[src/rtl/rv16_pkg.sv]
// Shared definitions for the rv16 execute stage: opcode encodings and the
// state type of the divide unit.
package rv16_pkg;

  localparam logic [3:0] OP_ADD = 4'd0;
  localparam logic [3:0] OP_SUB = 4'd1;
  localparam logic [3:0] OP_MUL = 4'd2;
  localparam logic [3:0] OP_DIV = 4'd3;
  localparam logic [3:0] OP_XOR = 4'd4;
  localparam logic [3:0] OP_AND = 4'd5;
  localparam logic [3:0] OP_OR  = 4'd6;

  typedef enum logic [1:0] {
    DIV_IDLE = 2'd0,
    DIV_BUSY = 2'd1,
    DIV_DONE = 2'd2
  } div_state_t;

endpackage

[src/rtl/rv16_div_step.sv]
// One restoring-division iteration. The partial remainder is shifted left by
// one and takes the dividend MSB; if the widened value reaches the divisor,
// the divisor is subtracted and a quotient 1 is shifted in.
module rv16_div_step
  import rv16_pkg::*;
#(
  parameter int DATA = 16
) (
  input  logic [DATA-1:0] rem_cur,
  input  logic [DATA-1:0] quot_cur,
  input  logic [DATA-1:0] div_val,
  output logic [DATA-1:0] rem_nxt,
  output logic [DATA-1:0] quot_nxt
);

  logic [DATA:0]   shifted_s;
  logic [DATA-1:0] diff_s;
  logic            ge_s;

  // Shift, compare on DATA+1 bits and conditionally subtract.
  always_comb begin
    shifted_s = {rem_cur, quot_cur[DATA-1]};
    ge_s      = (shifted_s >= {1'b0, div_val});
    // The true difference is below the divisor, so the low DATA bits of a
    // modular subtraction are exact.
    diff_s    = shifted_s[DATA-1:0] - div_val;
    if (ge_s) begin
      rem_nxt = diff_s;
    end else begin
      rem_nxt = shifted_s[DATA-1:0];
    end
    quot_nxt = {quot_cur[DATA-2:0], ge_s};
  end

endmodule

[src/rtl/rv16_div_unit.sv]
// DIV functional unit of the rv16 execute stage: multi-cycle unsigned
// restoring divider, one quotient bit per clock, one operation in flight,
// result handed to writeback over a valid/ready handshake.
module rv16_div_unit
  import rv16_pkg::*;
#(
  parameter int DATA   = 16,
  parameter int OPCODE = 4
) (
  input  logic              clk,
  input  logic              rst,
  input  logic              div_valid_in,
  input  logic [OPCODE-1:0] div_op_in,
  input  logic [DATA-1:0]   div_rs1_in,
  input  logic [DATA-1:0]   div_rs2_in,
  output logic              div_ready_out,
  input  logic              div_flush_in,
  output logic [DATA-1:0]   div_quot_out,
  output logic [DATA-1:0]   div_rem_out,
  output logic              div_dbz_out,
  output logic              div_valid_out,
  input  logic              div_ready_in
);

  localparam int CNT_W = $clog2(DATA + 1);

  div_state_t       state_r;
  div_state_t       next_state_s;
  logic [CNT_W-1:0] count_r;
  logic [DATA-1:0]  rem_r;
  logic [DATA-1:0]  quot_r;
  logic [DATA-1:0]  div_r;
  logic [DATA-1:0]  step_rem_s;
  logic [DATA-1:0]  step_quot_s;
  logic [DATA-1:0]  quot_out_r;
  logic [DATA-1:0]  rem_out_r;
  logic             dbz_r;
  logic             accept_s;
  logic             last_step_s;
  logic             div_zero_s;
  logic             rs2_zero_s;

  rv16_div_step #(.DATA(DATA)) u_step (
    .rem_cur  (rem_r),
    .quot_cur (quot_r),
    .div_val  (div_r),
    .rem_nxt  (step_rem_s),
    .quot_nxt (step_quot_s)
  );

  // Accept qualification and step bookkeeping flags.
  always_comb begin
    accept_s    = 1'b0;
    last_step_s = 1'b0;
    div_zero_s  = (div_r == {DATA{1'b0}});
    rs2_zero_s  = (div_rs2_in == {DATA{1'b0}});
    if ((state_r == DIV_IDLE) && div_valid_in &&
        (div_op_in == OPCODE'(OP_DIV)) && !div_flush_in) begin
      accept_s = 1'b1;
    end else begin
      accept_s = 1'b0;
    end
    if ((state_r == DIV_BUSY) && (count_r == CNT_W'(1))) begin
      last_step_s = 1'b1;
    end else begin
      last_step_s = 1'b0;
    end
  end

  // Next-state logic; flush always returns to IDLE from BUSY and DONE.
  always_comb begin
    next_state_s = state_r;
    case (state_r)
      DIV_IDLE: begin
        if (accept_s) begin
          next_state_s = DIV_BUSY;
        end else begin
          next_state_s = DIV_IDLE;
        end
      end
      DIV_BUSY: begin
        if (div_flush_in) begin
          next_state_s = DIV_IDLE;
        end else if (last_step_s) begin
          next_state_s = DIV_DONE;
        end else begin
          next_state_s = DIV_BUSY;
        end
      end
      DIV_DONE: begin
        if (div_flush_in || div_ready_in) begin
          next_state_s = DIV_IDLE;
        end else begin
          next_state_s = DIV_DONE;
        end
      end
      default: begin
        next_state_s = DIV_IDLE;
      end
    endcase
  end

  // State register.
  always_ff @(posedge clk or posedge rst) begin
    if (rst) begin
      state_r <= DIV_IDLE;
    end else begin
      state_r <= next_state_s;
    end
  end

  // Working registers: operand latch on accept, one iteration per BUSY cycle.
  // A zero divisor is given a single-cycle BUSY pass so its result appears
  // one edge after accept; the iteration result is then discarded.
  always_ff @(posedge clk or posedge rst) begin
    if (rst) begin
      count_r <= {CNT_W{1'b0}};
      rem_r   <= {DATA{1'b0}};
      quot_r  <= {DATA{1'b0}};
      div_r   <= {DATA{1'b0}};
    end else begin
      case (state_r)
        DIV_IDLE: begin
          if (accept_s) begin
            quot_r  <= div_rs1_in;
            div_r   <= div_rs2_in;
            rem_r   <= {DATA{1'b0}};
            count_r <= rs2_zero_s ? CNT_W'(1) : CNT_W'(DATA);
          end
        end
        DIV_BUSY: begin
          if (div_flush_in) begin
            count_r <= {CNT_W{1'b0}};
          end else begin
            rem_r   <= step_rem_s;
            quot_r  <= step_quot_s;
            count_r <= count_r - CNT_W'(1);
          end
        end
        default: begin
          count_r <= count_r;
        end
      endcase
    end
  end

  // Result registers: loaded on the final iteration, held through DONE,
  // cleared when the result is consumed or discarded.
  always_ff @(posedge clk or posedge rst) begin
    if (rst) begin
      quot_out_r <= {DATA{1'b0}};
      rem_out_r  <= {DATA{1'b0}};
      dbz_r      <= 1'b0;
    end else begin
      case (state_r)
        DIV_BUSY: begin
          if (div_flush_in) begin
            quot_out_r <= {DATA{1'b0}};
            rem_out_r  <= {DATA{1'b0}};
            dbz_r      <= 1'b0;
          end else if (last_step_s) begin
            if (div_zero_s) begin
              // quot_r still holds the unshifted dividend on this only pass.
              quot_out_r <= {DATA{1'b1}};
              rem_out_r  <= quot_r;
              dbz_r      <= 1'b1;
            end else begin
              quot_out_r <= step_quot_s;
              rem_out_r  <= step_rem_s;
              dbz_r      <= 1'b0;
            end
          end
        end
        DIV_DONE: begin
          if (div_flush_in || div_ready_in) begin
            quot_out_r <= {DATA{1'b0}};
            rem_out_r  <= {DATA{1'b0}};
            dbz_r      <= 1'b0;
          end
        end
        default: begin
          dbz_r <= dbz_r;
        end
      endcase
    end
  end

  assign div_ready_out = (state_r == DIV_IDLE);
  assign div_valid_out = (state_r == DIV_DONE);
  assign div_quot_out  = quot_out_r;
  assign div_rem_out   = rem_out_r;
  assign div_dbz_out   = dbz_r;

endmodule
[config.mk]
export PLATFORM = sky130hd
export DESIGN_NAME = rv16_div_unit
export DESIGN_NICKNAME = d
export VERILOG_FILES = /design/src/rtl/rv16_pkg.sv /design/src/rtl/rv16_div_step.sv /design/src/rtl/rv16_div_unit.sv
export SDC_FILE = /design/constraint.sdc
export NUM_CORES = 1
export LEC_CHECK = 0
export BUFFER_PORTS_ARGS = -buffer_cell sky130_fd_sc_hd__buf_2
export CORE_ASPECT_RATIO = 2
export CORE_MARGIN = 4
export CORE_UTILIZATION = 57
export DETAILED_ROUTE_END_ITERATION = 10
export PLACE_DENSITY = 0.8
export SYNTH_ARGS = -nofsm -noshare
export SYNTH_HDL_FRONTEND = slang
export SYNTH_SLANG_ARGS = --single-unit
[constraint.sdc]
create_clock -name clk -period 2.9 [get_ports clk]
set_input_delay 0.29 -clock clk [delete_from_list [all_inputs] [get_ports clk]]
set_output_delay 0.29 -clock clk [all_outputs]
set_load 0.01 [all_outputs]
==> run metrics <==
Via density 6.31; GRT Total Usage 26.8%; number of I/O pins 76; number of synthesized flops with an enable pin 0; CTS max path bufs 2; minimum clock period 2770 ps; CP cell instances ha_1 > inv_1 > fa_1 > a21o_1 > a221oi_4 > o22ai_2 > or4_1 > nand3_1 > mux2i_1 > o21ai_1; synth unique cells 60; via count 4183; Core Footprint 0.00823 mm2; TritonCTS clock tree built; Die Width 72.7 um; final worst slack 125 ps; Max VDD drop 472 uV; # DRC 0; Post-Syn Area per Cell 9.94 um2; Detail Route Antenna Nets 0; Ys Warns 0; max-slew violation count 0; Worst Skew 8.65 ps; synthesized netlist net count 540; static leakage 2.85 nW; vias in the first global route 4210; Synth Instances 480; mapped cell area 0.00477 mm2; gpl congestion 0.959; slowest stage cell, crit path dfrtp_1; initial antenna violation count 0; CP delay by family, top compound AO/OA/AOI/OAI gates; ys flop type dfrtp_1; FP Rows 47; run status finished clean; Clock Tree Root clkbuf_16; Port Buffers 75; largest net degree at the start of global routing 49; Cells after DPL 646; layout cell share with drive strength beyond 1 23.4%; CP bufs+invs 1; Synth area leaders dfrtp_1 46%, mux2i_1 6.3%, o21ai_0 6.1%; worst-path maximum fanout 4; Finished Cell Area 0.00562 mm2; RSZ-0062 raised after global routing false; final hold vios 0; Post-Place Setup Slack -37.7 ps; Power Density 953 mW/mm2; max-cap violation count 0; hpwl dp 9540 um; worst skew pair latency 340 ps; First DRT Iteration DRCs 359; area grow syn2layout 17.7%; largest area contributor in the netlist dfrtp_1; worst slew pin tran 1200 ps; Synth async-reset ratio 100%; die area 0.00999 mm2; relative slew slack 20.2%; number of setup violations in the final report 0; worst reg2reg endpoint rem_r[12]; post-place instance area 0.00529 mm2; sequential share of the synthesized area 46.1%; Final Cycle Share 95.7%; post-route insts no fill 663; share of the synthesized area in the top cell type 46.1%; most common cell after layout, fill and taps aside dfrtp_1; Die Height 137 um; Post-CTS Setup Bufs 0; hold path depth 3; reg2reg start div_r[0]; Setup CP Type reg2reg; Critical Path Start Type flop; Num CTS Buffers 9; required time worst endpoint 3160 ps; CTS sink count 88; DRT Wirelength 12700 um; Hold Startpoint div_rs2_in[0]; register bit total from synthesis 88; Detailed Routing Iterations Pass 1 5; Starting Density 58.0%; overflow left after global routing 0; worst path arrival time 3040 ps; n_diodes 0; CTS H-tree depth 3; Fmax 0.360 GHz; Hold Path Class in2reg; R2R setup slack 130 ps; Worst-path clk slew 60 ps; Max stage delay on crit path 460 ps; number of cells on the worst reg-to-reg path 10; average routed wire per standard cell 19.2 um; PnR Total Power 0.00535 W; end of the worst hold path div_r[0]; nets@finish 620; fin util 68.2%; first-pass GRT wire length 20400 um; most frequent cells in the layout 88 x dfrtp_1, 75 x buf_2, 57 x nand2_1, 57 x o21ai_0, 30 x mux2i_1; CP Capture Type flop
[flip-flops by register name, summed over array words and instances, names as in the netlist]
name          cells
rem_r            16
div_quot_out     16
count_r           5
div_dbz_out       1
quot_r           16
div_rem_out      16
state_r           2
div_r            16
[worst register-to-register path, cell delays in order (launching register included)]
cell and delay [ps]:
dfrtp_1 460, ha_1 230, inv_1 60, fa_1 390, a21o_1 210, a221oi_4 320, o22ai_2 200, or4_1 430
nand3_1 100, mux2i_1 130, o21ai_1 170
[synth_stat cells, types with 4 or more instances]
master    count
dfrtp_1      88
o21ai_0      58
nand2_1      57
mux2i_1      30
inv_1        26
o21ai_1      20
ha_1         18
a221o_1      16
a22oi_1      16
clkbuf_1     16
nor2_1       16
nor4_1       11
a21o_1        7
xnor2_1       7
a211oi_1      6
a21oi_1       6
buf_6         6
nand3_1       6
nand4_1       4
[stage by stage]
| stage | hold WS, ps | TNS (ps) |
|---|---|---|
| after floorplan | 395 | 0 |
| after global placement | 324 | -52.9 |
| after detailed placement | 333 | -124 |
| after CTS | 157 | 0 |
| after global routing | 175 | 0 |
| final | 166 | 0 |
[logic make-up after synthesis]
family                     after synthesis  share of synthesized area (%)
AOI/OAI and AO/OA                      156                           22.0
and+or+nand+nor                        123                           12.7
DFF                                     88                           46.1
buffers and inverters                   52                           5.32
muxes                                   32                           6.84
adders and majority gates               19                           5.14
xor gates and xnor gates                10                           1.83
[layer usage]
| metal | GRT usage (%) | vias to the layer above | part of all wire [%] |
|---|---|---|---|
| li1 | - | 1918 | - |
| met1 | 29.2 | 2079 | 36 |
| met2 | 47.7 | 146 | 55 |
| met3 | 5.26 | 40 | 4.8 |
| met4 | 13.8 | 0 | 4.7 |
| met5 | 0 | - | 0 |
[power by group]
part | internal, W | switching, W | total, W
clock network | 0.000672 | 0.000491 | 0.00116
logic | 0.00106 | 0.00131 | 0.00237
registers | 0.00154 | 0.000274 | 0.00181
[repair_timing]
item / CTS / global route
gates resized for setup: 2 / 1
endpoints found under the setup margin: 4 / 11
hold buffers: 1 / 0
hold endpoints to repair: 25 / 0
[area by class of cell]
class,instances,area (um2)
timing repair buffer,95,541
clock buffer,10,229
fill,646,2620
sequential,88,2200
inverter,26,98.8
multi-input combinational,340,2360
tap,98,123
clock inverter,6,67.6
[how the worst max path moves through the flow]
| stage | from | end | slack [ps] | cells past startpoint |
|---|---|---|---|---|
| finish | div_r[0] | rem_r[12] | 130 | 10 |
| global route | div_r[0] | rem_r[12] | 10 | 10 |
| CTS | rem_r[3] | div_rem_out[7] | 3 | 9 |
| detailed placement | div_r[0] | div_rem_out[12] | -40 | 10 |
| global placement | div_r[0] | rem_r[12] | -30 | 10 |
| floorplan | rst | count_r[0] | 330 | 1 |
Note: power is estimated with default switching activity, not from simulation.
